### src/rtl/traffic_pkg.sv
// Shared types and default timing constants for the traffic phase timer.
//
// Contents:
//   phase_e        - decoded light phase seen from the light FSM outputs
//   timer_state_e  - phase countdown state
//   DEF_*          - default parameter values used by the timer top level
package traffic_pkg;

    typedef enum logic [1:0] {
        IDLE = 2'd0,
        MAIN = 2'd1,
        SIDE = 2'd2,
        WARN = 2'd3
    } phase_e;

    typedef enum logic [1:0] {
        S_IDLE = 2'd0,
        S_RUN  = 2'd1,
        S_DONE = 2'd2
    } timer_state_e;

    localparam int DEF_N_PED          = 4;
    localparam int DEF_CNT_W          = 8;
    localparam int DEF_MAIN_TICKS     = 30;
    localparam int DEF_SIDE_TICKS     = 20;
    localparam int DEF_WARN_TICKS     = 5;
    localparam int DEF_PED_MAIN_TICKS = 5;

endpackage

### src/rtl/ped_request_latch.sv
// Per-crosswalk pedestrian request latch with OR aggregation.
//
// Ports:
//   clk       in   system clock
//   rst       in   asynchronous active-low reset
//   set       in   N_PED button inputs; a 1 latches that request
//   clear     in   drop all latched requests on this edge
//   pending   out  N_PED latched requests (registered)
//   request   out  OR of pending, registered from the next-state value
//   any_next  out  OR of the next-state value (combinational)
//
// A set and a clear in the same cycle leave the bit set, so a button
// pressed on the very edge the side phase starts is served next time.
module ped_request_latch
    import traffic_pkg::*;
#(
    parameter int N_PED = DEF_N_PED
) (
    input  logic             clk,
    input  logic             rst,
    input  logic [N_PED-1:0] set,
    input  logic             clear,
    output logic [N_PED-1:0] pending,
    output logic             request,
    output logic             any_next
);

    logic [N_PED-1:0] pending_d;

    always_comb begin
        pending_d = (clear ? '0 : pending) | set;
        any_next  = |pending_d;
    end

    always_ff @(posedge clk or negedge rst) begin
        if (!rst) begin
            pending <= '0;
            request <= 1'b0;
        end else begin
            pending <= pending_d;
            request <= any_next;
        end
    end

endmodule

### src/rtl/traffic_phase_timer.sv
// Phase timer and pedestrian request aggregator for the traffic-light FSM.
// Decodes the current light phase, counts the phase duration in ticks and
// raises timer_done when it expires; latches pedestrian buttons until the
// side phase serves them.
//
// Ports:
//   clk                 in   system clock
//   rst                 in   asynchronous active-low reset
//   tick                in   one-clk time-base strobe
//   main_green          in   light FSM output
//   side_green          in   light FSM output
//   warning             in   light FSM output (highest decode priority)
//   ped_btn             in   N_PED pedestrian buttons
//   timer_done          out  phase expired (level, registered)
//   pedestrian_request  out  any pedestrian request pending (registered)
//   ped_pending         out  per-crosswalk latched requests
//   remaining           out  ticks left in the current phase
//
// Optional feature macro: TRAFFIC_PED_SHORTEN_EN
//   When defined, a pending pedestrian request caps the main-green countdown
//   at PED_MAIN_TICKS.
module traffic_phase_timer
    import traffic_pkg::*;
#(
    parameter int N_PED          = DEF_N_PED,
    parameter int CNT_W          = DEF_CNT_W,
    parameter int MAIN_TICKS     = DEF_MAIN_TICKS,
    parameter int SIDE_TICKS     = DEF_SIDE_TICKS,
    parameter int WARN_TICKS     = DEF_WARN_TICKS,
    parameter int PED_MAIN_TICKS = DEF_PED_MAIN_TICKS
) (
    input  logic             clk,
    input  logic             rst,
    input  logic             tick,
    input  logic             main_green,
    input  logic             side_green,
    input  logic             warning,
    input  logic [N_PED-1:0] ped_btn,
    output logic             timer_done,
    output logic             pedestrian_request,
    output logic [N_PED-1:0] ped_pending,
    output logic [CNT_W-1:0] remaining
);

    phase_e       phase;
    phase_e       prev_phase;
    logic         phase_change;
    timer_state_e state;
    timer_state_e state_d;
    logic [CNT_W-1:0] remaining_d;
    logic         timer_done_d;
    logic [CNT_W-1:0] load_value;
    logic         ped_any_next;

    // Phase decode, warning first.
    always_comb begin
        if (warning)         phase = WARN;
        else if (main_green) phase = MAIN;
        else if (side_green) phase = SIDE;
        else                 phase = IDLE;
    end

    assign phase_change = (phase != prev_phase);

    always_comb begin
        case (phase)
            MAIN:    load_value = CNT_W'(MAIN_TICKS);
            SIDE:    load_value = CNT_W'(SIDE_TICKS);
            WARN:    load_value = CNT_W'(WARN_TICKS);
            default: load_value = '0;
        endcase
    end

    // Requests are served (cleared) on the edge that enters the side phase.
    ped_request_latch #(
        .N_PED (N_PED)
    ) u_ped_latch (
        .clk      (clk),
        .rst      (rst),
        .set      (ped_btn),
        .clear    (phase_change && (phase == SIDE)),
        .pending  (ped_pending),
        .request  (pedestrian_request),
        .any_next (ped_any_next)
    );

`ifndef TRAFFIC_PED_SHORTEN_EN
    // Only consumed by the shortening feature.
    logic unused_ped_shorten;
    assign unused_ped_shorten = ped_any_next ^ (^CNT_W'(PED_MAIN_TICKS));
`endif

    // Next-state: a phase change always reloads and beats any tick.
    always_comb begin
        state_d      = state;
        remaining_d  = remaining;
        timer_done_d = timer_done;
        if (phase_change) begin
            timer_done_d = 1'b0;
            remaining_d  = load_value;
            state_d      = (phase == IDLE) ? S_IDLE : S_RUN;
        end else begin
            case (state)
                S_IDLE: begin
                    remaining_d  = '0;
                    timer_done_d = 1'b0;
                end
                S_RUN: begin
`ifdef TRAFFIC_PED_SHORTEN_EN
                    if ((phase == MAIN) && ped_any_next &&
                        (remaining > CNT_W'(PED_MAIN_TICKS))) begin
                        remaining_d = CNT_W'(PED_MAIN_TICKS);
                    end else
`endif
                    if (tick) begin
                        remaining_d = remaining - 1'b1;
                        if (remaining == CNT_W'(1)) begin
                            state_d      = S_DONE;
                            timer_done_d = 1'b1;
                        end
                    end
                end
                S_DONE: begin
                    remaining_d  = '0;
                    timer_done_d = 1'b1;
                end
                default: begin
                    state_d      = S_IDLE;
                    remaining_d  = '0;
                    timer_done_d = 1'b0;
                end
            endcase
        end
    end

    always_ff @(posedge clk or negedge rst) begin
        if (!rst) begin
            prev_phase <= IDLE;
            state      <= S_IDLE;
            remaining  <= '0;
            timer_done <= 1'b0;
        end else begin
            prev_phase <= phase;
            state      <= state_d;
            remaining  <= remaining_d;
            timer_done <= timer_done_d;
        end
    end

endmodule

### config.mk
export PLATFORM = sky130hd
export DESIGN_NAME = traffic_phase_timer
export DESIGN_NICKNAME = d
export VERILOG_FILES = /design/src/rtl/traffic_pkg.sv /design/src/rtl/ped_request_latch.sv /design/src/rtl/traffic_phase_timer.sv
export SDC_FILE = /design/constraint.sdc
export NUM_CORES = 1
export LEC_CHECK = 0
export CAP_MARGIN = 0
export CORE_MARGIN = 5
export CORE_UTILIZATION = 31
export CTS_CLUSTER_SIZE = 16
export DETAILED_ROUTE_END_ITERATION = 10
export PLACE_DENSITY = 0.65
export RECOVER_POWER = 25
export SLEW_MARGIN = 15
export SYNTH_ARGS = -nofsm -noshare
export SYNTH_HDL_FRONTEND = slang
export SYNTH_SLANG_ARGS = --single-unit
### constraint.sdc
create_clock -name clk -period 2 [get_ports clk]
set_clock_uncertainty 0.05 [all_clocks]
set_input_delay 0.2 -clock clk [delete_from_list [all_inputs] [get_ports clk]]
set_output_delay 0.2 -clock clk [all_outputs]
set_load 0.02 [all_outputs]
After elaboration in Yosys (flattened, before gate mapping) --
Cells that the tools add are included.
Storage, ports and cells: output and inout bits 14, bits in registers 18, bits of input ports 10
Operators by class: add/sub/neg operators 1, bitwise gates (word level) 1, muxes and demuxes 17, eq/ne operators 10, reduce and logical (&&, ||, !) cells 7
Operator list (number):
- $mux W8 | 3
- $pmux W5 S3 | 1
- $mux W2 | 6
- $eq A8 B1 Y1 const B | 1
- $sub A8 B1 Y8 const B | 1
- $eq A2 B2 Y1 const B | 3
- $ne A3 B3 Y1 const B | 2
- $eq A2 B1 Y1 const B | 2
- $logic_not A2 Y1 | 2
- $mux W1 | 4
- $mux W4 | 1
- $or A4 B4 Y4 | 1
- $pmux W2 S2 | 1
- $reduce_or A4 Y1 | 1
- $reduce_and A3 Y1 | 1
- $ne A2 B1 Y1 const B | 1
- $ne A2 B2 Y1 | 1
- $pmux W1 S2 | 1
- $reduce_and A2 Y1 | 1
- $reduce_or A2 Y1 | 1
- $logic_and A1 B1 Y1 | 1

Depth between registers and ports, before layout --
Gate-level depths: netlist of run 1.
depth after elaboration 8, mapped depth 6, depth with buffers taken out 6

Hierarchy --
From an unflattened synthesis of run 1, not the netlist that was laid out.
Second synthesis, totals: cell total of the unflattened synthesis 93, area, all modules 994.7 sq um
By module, submodules not included:
- traffic_phase_timer | instances 1, area each 824.5 sq um, cells each 82, seq. area each 325.3 sq um
- ped_request_latch | instances 1, area each 170.2 sq um, cells each 11, seq. area each 125.1 sq um

Worst setup path after synthesis of run 1 --
Ideal clock, no wire load.
path type register to register, from register remaining[1], to register state[0], slack 0.233 ns, data required time 1.813 ns, stages on the path, launching flop included 7, arrival 1.580 ns, setup time 0.137 ns, cell sequence dfrtp_1 inv_1 ha_1 or4b_1 o21a_1 o31ai_2 mux2i_1
On the way: longest elaborated chain between the ends 3
Ends and longest elaborated chain:
- start: declaration | line traffic_phase_timer.sv:42 | output logic [CNT_W-1:0] remaining
- start signal: assignment | line traffic_phase_timer.sv:145 | remaining <= remaining_d;
- $eq A8 B1 Y1 | line traffic_phase_timer.sv:117 | if (remaining == CNT_W'(1)) begin
- $ne A3 B3 Y1 (no source line)
- $reduce_and A3 Y1 (no source line)
- end signal: assignment | line traffic_phase_timer.sv:144 | state <= state_d;
- end: declaration | line traffic_phase_timer.sv:48 | timer_state_e state;
Every way passes these cells. A chain may end at the register's enable or synchronous reset.

Worst setup path in the final report of run 1 --
Ends and elaborated chain as after synthesis.

==> impl_metrics.env, run 1 <==
export IMPL_status="complete, no violations"
export IMPL_nNetsFinal=149
export IMPL_r2r_start="remaining[1]"
export IMPL_synth_compound_area_share_pct=16.4
export IMPL_yosys_warnings=0
export IMPL_htree_levels=1
export IMPL_path_class="reg -> reg"
export IMPL_drc_errors=0
export IMPL_wirelength_mm=2.37
export IMPL_synthFlopType="dfrtp_1"
export IMPL_whs_endpoint="u_ped_latch.pending[1]"
export IMPL_start_util_pct=32.0
export IMPL_grt_pass1_wl_mm=4.04
export IMPL_drt_iter0_markers=17
export IMPL_drtPass1Iterations=4
export IMPL_synth_area_leaders="dfrtp_1 42%, ha_1 10%, xnor2_1 4.9%"
export IMPL_syn_to_final_growth_pct=32.2
export IMPL_p_clk_share_pct=23.7
export IMPL_port_buffers=23
export IMPL_clk_insertion_delay_late_ns=0.30
export IMPL_worstSetupStartpointType="flip-flop"
export IMPL_finalMaxSlewViolations=0
export IMPL_slew_headroom_pct=34.7
export IMPL_synth_cells=98
export IMPL_design_area_mm2=0.00142
export IMPL_synth_xor_area_share_pct=5.69
export IMPL_max_cap_viol_count=0
export IMPL_grt_max_degree=19
export IMPL_p_int_uw=654
export IMPL_peakVddDrop_uv=260
export IMPL_power_density_mw_per_mm2=674
export IMPL_clock_path_buffers=2
export IMPL_setup_violations=0
export IMPL_critPathArrivalTime_ns=1.90
export IMPL_hold_buffers=0
export IMPL_cts_tree="built"
export IMPL_finalSetupTns_ns=0
export IMPL_r2r_cells=6
export IMPL_yosys_area_top_type="dfrtp_1"
export IMPL_fin_crit_ns=1.78
export IMPL_hold_violations=0
export IMPL_hold_depth=2
export IMPL_power_leakage_uw=0.000593
export IMPL_r2r_end="state[0]"
export IMPL_yosysSeqAreaShare_pct=41.8
export IMPL_grt_pass1_vias=905
export IMPL_syn_avg_cell_area_um2=11.0
export IMPL_swShare_pct=31.8
export IMPL_grt_setup_unrepaired="no"
export IMPL_min_from="ped_btn[1]"
export IMPL_row_count=21
export IMPL_syn_num_nets=117
export IMPL_yosysTopAreaCellShare_pct=41.8
export IMPL_place_area_mm2=0.00139
export IMPL_clock_sinks=18
export IMPL_clkSlewWorstSetupHoldPaths_ns=0.10
export IMPL_switchingPower_uw=306
export IMPL_final_core_util_pct=42.3
export IMPL_synth_distinct_cells=33
export IMPL_synth_edf_count=0
export IMPL_pwr_share_seq_pct=44.9
export IMPL_hold_class="in -> reg"
export IMPL_comb_power_share_pct=31.4
export IMPL_cts_resized=0
export IMPL_io_pins=24
export IMPL_synth_top_family_by_area="simple AND/OR/NAND/NOR gates"
export IMPL_root_buffer="clkbuf_4"
export IMPL_antenna_found_initial=0
export IMPL_netlist_area_mm2=0.00108
export IMPL_ant_nets=0
export IMPL_fp_dieH_um=69.0
export IMPL_fp_coreArea_mm2=0.00336
export IMPL_path_max_fanout=5
export IMPL_worstMarginPinSlew_ns=0.980
export IMPL_async_reset_ff_share_pct=100
export IMPL_max_freq_ghz=0.561
export IMPL_ys_seq_elements=18
export IMPL_cp_required_ns=2.12
export IMPL_grt_usage_pct=11.5
export IMPL_grt_ovfl_total=0
export IMPL_post_cts_buffers=0
export IMPL_fin_total_pwr_uw=960
export IMPL_end_kind="flip-flop"
export IMPL_reg2reg_slack_ns=0.22
export IMPL_synth_most_common_cell="dfrtp_1"
export IMPL_place_gp_congestion=0.810
export IMPL_yosys_area_share_simple_pct=19.0
export IMPL_diodes=0
export IMPL_synth_adder_area_share_pct=10.5
export IMPL_numCtsBuffers=3
export IMPL_avgRoutedWirePerCell_um=13.5
export IMPL_drive_above_1_share_pct=12.4
export IMPL_dp_hpwl_mm=1.87
export IMPL_synth_mux_area_share_pct=2.79
export IMPL_viasPerCell=4.95
export IMPL_dieArea_mm2=0.00475
export IMPL_die_w_um=69.0
export IMPL_via_count=867
export IMPL_synthTopCellsByCount="18 x dfrtp_1, 9 x ha_1, 8 x inv_1, 8 x nor2_1"
export IMPL_layout_worst_path_cycle_share_pct=89.1
sequential cells by signal, summed over array words and instances (netlist names):
signal / count
remaining: 8
u_ped_latch.pending: 4
prev_phase: 2
state: 2
timer_done: 1
u_ped_latch.request: 1
worst max-delay path: stages, from the launching register on:
cell and delay, ns:
dfrtp_1 0.44, inv_1 0.10, ha_1 0.13, or4b_1 0.45, o21a_1 0.23, o31ai_2 0.17
mux2i_1 0.09
power by group through the flow:
stage | Sequential, uW | Combinational (uW) | Clock (uW)
2_1_floorplan | 465 | 151 | 0
6_report | 431 | 302 | 228
5_1_grt | 437 | 329 | 258
4_1_cts | 432 | 307 | 240
3_5_place_dp | 440 | 304 | 0
3_3_place_gp | 437 | 302 | 0
cells by family (layout without fill, tap and decap cells):
group	count (synthesis)	count (layout)
adder cells (fa/ha/maj)	9	9
flip-flops	18	18
AO/OA/AOI/OAI	19	19
multiplexers	3	3
buffers and inverters	9	40
XOR/XNOR	7	7
AND/OR/NAND/NOR	33	33
placed cells by master, fill, tap and decap left out, drive strengths merged, types with 2 or more instances in the layout:
cell type	n
o31ai	4
nor3	4
xnor2	6
nand2b	2
o21ai	2
o21a	2
inv	8
buf	4
or4	2
nand3	4
nor2	8
a21o	6
nor4	2
clkbuf	5
clkdlybuf4s50	22
ha	9
mux2i	3
or4b	2
dfrtp	18
or3	2
nand2	2
stage by stage:
stage	hold slack (ns)	setup slack, ns	instances
CTS	0.164	0.205	175
finish	0.430	0.217	175
detailed placement	0.448	0.0407	171
global placement	0.441	0.107	171
floorplan	-0.146	0.233	98
global route	0.420	0.141	175
per-layer routing:
layer  GRT usage, %  part of all wire, %  vias to the layer above
met5              0                    0                        -
met4           2.92                 0.42                        0
met3           4.38                  5.2                        2
met1           13.0                   44                      425
met2           20.2                   50                       21
li1               -                    -                      419
how the worst max path moves through the flow:
stage / end / slack (ns) / depth (start not counted) / startpoint
2_1_floorplan: state[0] / 0.23 / 6 / remaining[1]
3_3_place_gp: remaining[3] / 0.11 / 5 / warning
3_5_place_dp: remaining[2] / 0.04 / 6 / warning
4_1_cts: state[0] / 0.20 / 6 / remaining[1]
5_1_grt: state[0] / 0.14 / 6 / remaining[1]
6_report: state[0] / 0.22 / 6 / remaining[1]
final cells by class:
cell class              instances  area, um2
fillers                       369       1940
multi-input cells              71        586
flip-flops and latches         18        450
repair buffers                 28        264
well taps                      46       57.6
clock buffers                   4       36.3
inverters                       8       30.0
Note: power is estimated with default switching activity, not from simulation.
==> run 2: changes to the inputs <==
--- a/config.mk
+++ b/config.mk
@@ -10,6 +10,7 @@
 export CORE_UTILIZATION = 31
 export CTS_CLUSTER_SIZE = 16
 export DETAILED_ROUTE_END_ITERATION = 10
+export GPL_TIMING_DRIVEN = 0
 export PLACE_DENSITY = 0.65
 export RECOVER_POWER = 25
 export SLEW_MARGIN = 15
==> run 2 against run 1 <==
Effect of this change:
- cell count is 3.4% lower
- core utilization decreased by 1.4 points
- hold slack worse by 0.26 ns
- die area unchanged
- worst setup slack lost 0.040 ns
- register-to-register slack about the same
- clock power decreased by 21%
- critical path type is now in -> reg
- largest cell class unchanged
==> impl_metrics.env, run 2 (synthesis results as in run 1) <==
export IMPL_port_buffers=22
export IMPL_critPathArrivalTime_ns=1.95
export IMPL_path_max_fanout=5
export IMPL_reg2reg_slack_ns=0.22
export IMPL_dieArea_mm2=0.00475
export IMPL_largest_register_ffs=8
export IMPL_seq_area_um2=450
export IMPL_worstSetupStartpointType="primary input"
export IMPL_met3WireLength_um=131
export IMPL_grt_max_degree=19
export IMPL_num_fill_cells=378
export IMPL_power_leakage_uw=0.000567
export IMPL_nNetsFinal=144
export IMPL_finalMaxSlewViolations=0
export IMPL_drtPass1Iterations=4
export IMPL_place_gp_congestion=0.847
export IMPL_grt_ovfl_total=0
export IMPL_hold_class="in -> reg"
export IMPL_antenna_found_initial=0
export IMPL_power_density_mw_per_mm2=656
export IMPL_hold_ws_ns=0.166
export IMPL_viasPerCell=4.94
export IMPL_fp_dieH_um=69.0
export IMPL_multi_input_area_um2=586
export IMPL_start_util_pct=32.0
export IMPL_clock_path_buffers=2
export IMPL_m1WireLength_um=996
export IMPL_diodes=0
export IMPL_drc_errors=0
export IMPL_cp_required_ns=2.13
export IMPL_top_regs="remaining: 8 flops, u_ped_latch.pending: 4 flops"
export IMPL_peakVddDrop_uv=433
export IMPL_setup_violations=0
export IMPL_slew_headroom_pct=44.2
export IMPL_end_kind="flip-flop"
export IMPL_fin_crit_ns=1.82
export IMPL_wirelength_mm=2.39
export IMPL_via_count=835
export IMPL_row_count=21
export IMPL_clock_sinks=18
export IMPL_final_common_cell="clkdlybuf4s50_1"
export IMPL_syn_to_final_growth_pct=27.9
export IMPL_cts_resized=0
export IMPL_top_register="remaining"
export IMPL_io_pins=24
export IMPL_finalSetupTns_ns=0
export IMPL_dp_hpwl_mm=1.88
export IMPL_root_buffer="clkbuf_4"
export IMPL_post_cts_buffers=0
export IMPL_path_class="in -> reg"
export IMPL_clkSlewWorstSetupHoldPaths_ns=0.09
export IMPL_drive_above_1_share_pct=9.76
export IMPL_ant_nets=0
export IMPL_clk_insertion_delay_late_ns=0.30
export IMPL_fin_total_pwr_uw=904
export IMPL_hold_violations=0
export IMPL_htree_levels=1
export IMPL_grt_usage_pct=11.5
export IMPL_grt_pass1_vias=905
export IMPL_worstMarginPinSlew_ns=0.835
export IMPL_hold_buffers=0
export IMPL_top_layer_used="met4"
export IMPL_grt_setup_unrepaired="no"
export IMPL_final_cell_mix="20 x clkdlybuf4s50_1, 18 x dfrtp_1, 9 x ha_1"
export IMPL_avgRoutedWirePerCell_um=14.1
export IMPL_grt_pass1_wl_mm=4.04
export IMPL_fp_coreArea_mm2=0.00336
export IMPL_status="complete, no violations"
export IMPL_max_freq_ghz=0.549
export IMPL_layout_worst_path_cycle_share_pct=91.1
export IMPL_die_w_um=69.0
export IMPL_cts_tree="built"
export IMPL_met2WireLength_mm=1.23
export IMPL_drt_iter0_markers=2
export IMPL_max_cap_viol_count=0
export IMPL_numCtsBuffers=3
## run 2: path summary, 6_finish.rpt
check	start	to	depth (start not counted)
setup / recovery	warning	remaining[1]	5
hold / removal	tick	remaining[1]	2
setup reg to reg	remaining[1]	state[0]	6
hold reg to reg	u_ped_latch.pending[3]	u_ped_latch.pending[3]	1
max in group asynchronous	rst	remaining[1]	1
min in group asynchronous	rst	remaining[4]	1
## run 2: critical path, stage by stage
cell and delay, ns:
dlygate4sd3_1 0.58, or2_4 0.29, nor3_1 0.31, o21ai_1 0.21, o32a_2 0.36
## run 2: metrics by stage
stage | setup WS [ns] | instances | cell area, um2 | util, %
global route | 0.103 | 169 | 1380 | 41.0
CTS | 0.180 | 169 | 1380 | 41.0
floorplan | 0.233 | 98 | 1080 | -
detailed placement | 0.00414 | 166 | 1360 | 40.3
global placement | 0.0151 | 166 | 1360 | 40.3
finish | 0.178 | 169 | 1380 | 41.0
## run 2: cell type report
class | count | area share [%]
Tap cell | 46 | 4.18
Timing Repair Buffer | 22 | 16.0
Sequential cell | 18 | 32.7
Inverter | 8 | 2.18
Buffer | 1 | 0.817
Clock buffer | 3 | 1.63
Multi-Input combinational cell | 71 | 42.5
## run 2: report_power, final
group / internal (uW) / total, uW / switching [uW]
sequential: 393 / 435 / 41.8
clock: 70.2 / 181 / 111
combinational: 141 / 288 / 147
total: 604 / 904 / 300
## run 2: layer usage
metal,track usage [%],up-vias
met2,19.6,27
met3,4.54,4
met1,13.2,397
met5,0,-
met4,3.41,0
li1,-,407
==> RTL change: new RTL, settings of run 2 <==
The option `TRAFFIC_PED_SHORTEN_EN` is turned on by a define.
--- a/src/rtl/traffic_phase_timer.sv
+++ b/src/rtl/traffic_phase_timer.sv
@@ -21,2 +21,4 @@
 //   at PED_MAIN_TICKS.
+`define TRAFFIC_PED_SHORTEN_EN
+
 module traffic_phase_timer
Formal check against the unedited RTL: not equivalent (a bounded check fails within 4 cycles, from zero or initial values and one cycle with rst low).
==> RTL change against run 2 <==
Sequential power increased by 9.9%. Synthesized cell count increased by 18%. Area after synthesis increased by 4.3%. Register-to-register slack got worse by 0.10 ns. Count of clock-buffer cells in the layout unchanged. Power increased by 19%. Sequential cell count unchanged. Final area increased by 4.0%. Setup slack got worse by 0.094 ns. Worst hold slack improved by 0.048 ns. Clock power decreased by 4%. First-iteration DRC count increased to 27 times the old value. Routed wire length increased by 4.2%. Via count increased by 14%.
==> RTL change: results (changes against run 2) <==
stage;metric;value;unit;change
critical_path;path_delay_family;compound AO/OA/AOI/OAI gates;;was simple AND/OR/NAND/NOR gates
global_routing;track_usage;0.1093;;was 0.1149
critical_path;crit_path_start;main_green;;was warning
global_routing;use_met1;0.1246;;was 0.1316
outcome;outcome;completed;;unchanged
critical_path;crit_slowest_cell;a2111oi_4;;was dlygate4sd3_1
critical_path;critPathMaxStageDelay;0.33;ns;was 0.58 ns
synth;ys_types;35;;was 33
hold_path;hold-path-endpoint;remaining[3];;was remaining[1]
layout;instances_no_fill;187;;was 169
global_routing;grt_first_pass_wirelength;4388;um;was 4036 um
pwr;irDropWorstVdd;351.6;uV;was 433.2 uV
placement;post-place-ws;-0.5684;ns;was 0.004138 ns
timing;worstMarginPinSlew;0.8535;ns;was 0.8346 ns
critical_path;cp_max_fo;6;;was 5
synth;synth_common_cells;18 x dfrtp_1, 11 x nand2_1, 10 x inv_1;;was 18 x dfrtp_1, 9 x ha_1, 8 x inv_1, 8 x nor2_1
critical_path;r2r_end;remaining[1];;was state[0]
critical_path;regToRegSetupSlack;0.12;ns;was 0.22 ns
route;wl_met1;1107;um;was 996 um
timing;hold_slack;0.2139;ns;was 0.1659 ns
pwr;p_leak;0.5884;nW;was 0.5674 nW
synth;syn_inst;116;;was 98
synth;synth_seq_area_share;0.4009;;was 0.4181
synth;syn_nets;135;;was 117
placement;gp_congestion;0.7614;;was 0.8470
clocking;ctsResizeCount;6;;was 0
placement;place_inst;184;;was 166
global_routing;grt_use_met3;0.03013;;was 0.04538
pwr;swShare;0.3684;;was 0.3316
route;wl;2487;um;was 2386 um
layout;fill_cells;355;;was 378
hold_path;whs_path_depth;3;;was 2
layout;layout-drive-gt1-share;0.09220;;was 0.09756
route;drt_iter0_drc;53;;was 2
## RTL change: kinds of logic (layout without fill, tap and decap cells)
kind of cell    after synthesis  after routing  share of synthesized area
flops                        18             18                     0.4009
fa+ha+maj                     9              9                     0.1002
simple gates                 43             43                     0.2004
buf+inv                      11             36                    0.03786
compound gates               30             30                     0.2216
xor+xnor                      5              5                    0.03898
## RTL change: cell type report
cell class,instances,area (um^2),share of cell area
multi-input combinational,87,643.1,0.4489
sequential,18,450.4,0.3144
timing repair buffer,22,216.5,0.1511
tap,46,57.56,0.04017
inverter,10,37.54,0.02620
clock buffer,3,22.52,0.01572
buffer,1,5.005,0.003493
## RTL change: power groups by stage
stage	sequential (mW)	combinational, mW	clock [mW]
5_1_grt	0.489	0.482	0.205
3_5_place_dp	0.486	0.426	0
3_3_place_gp	0.483	0.419	0
2_1_floorplan	0.518	0.233	0
4_1_cts	0.479	0.430	0.188
6_report	0.478	0.427	0.174
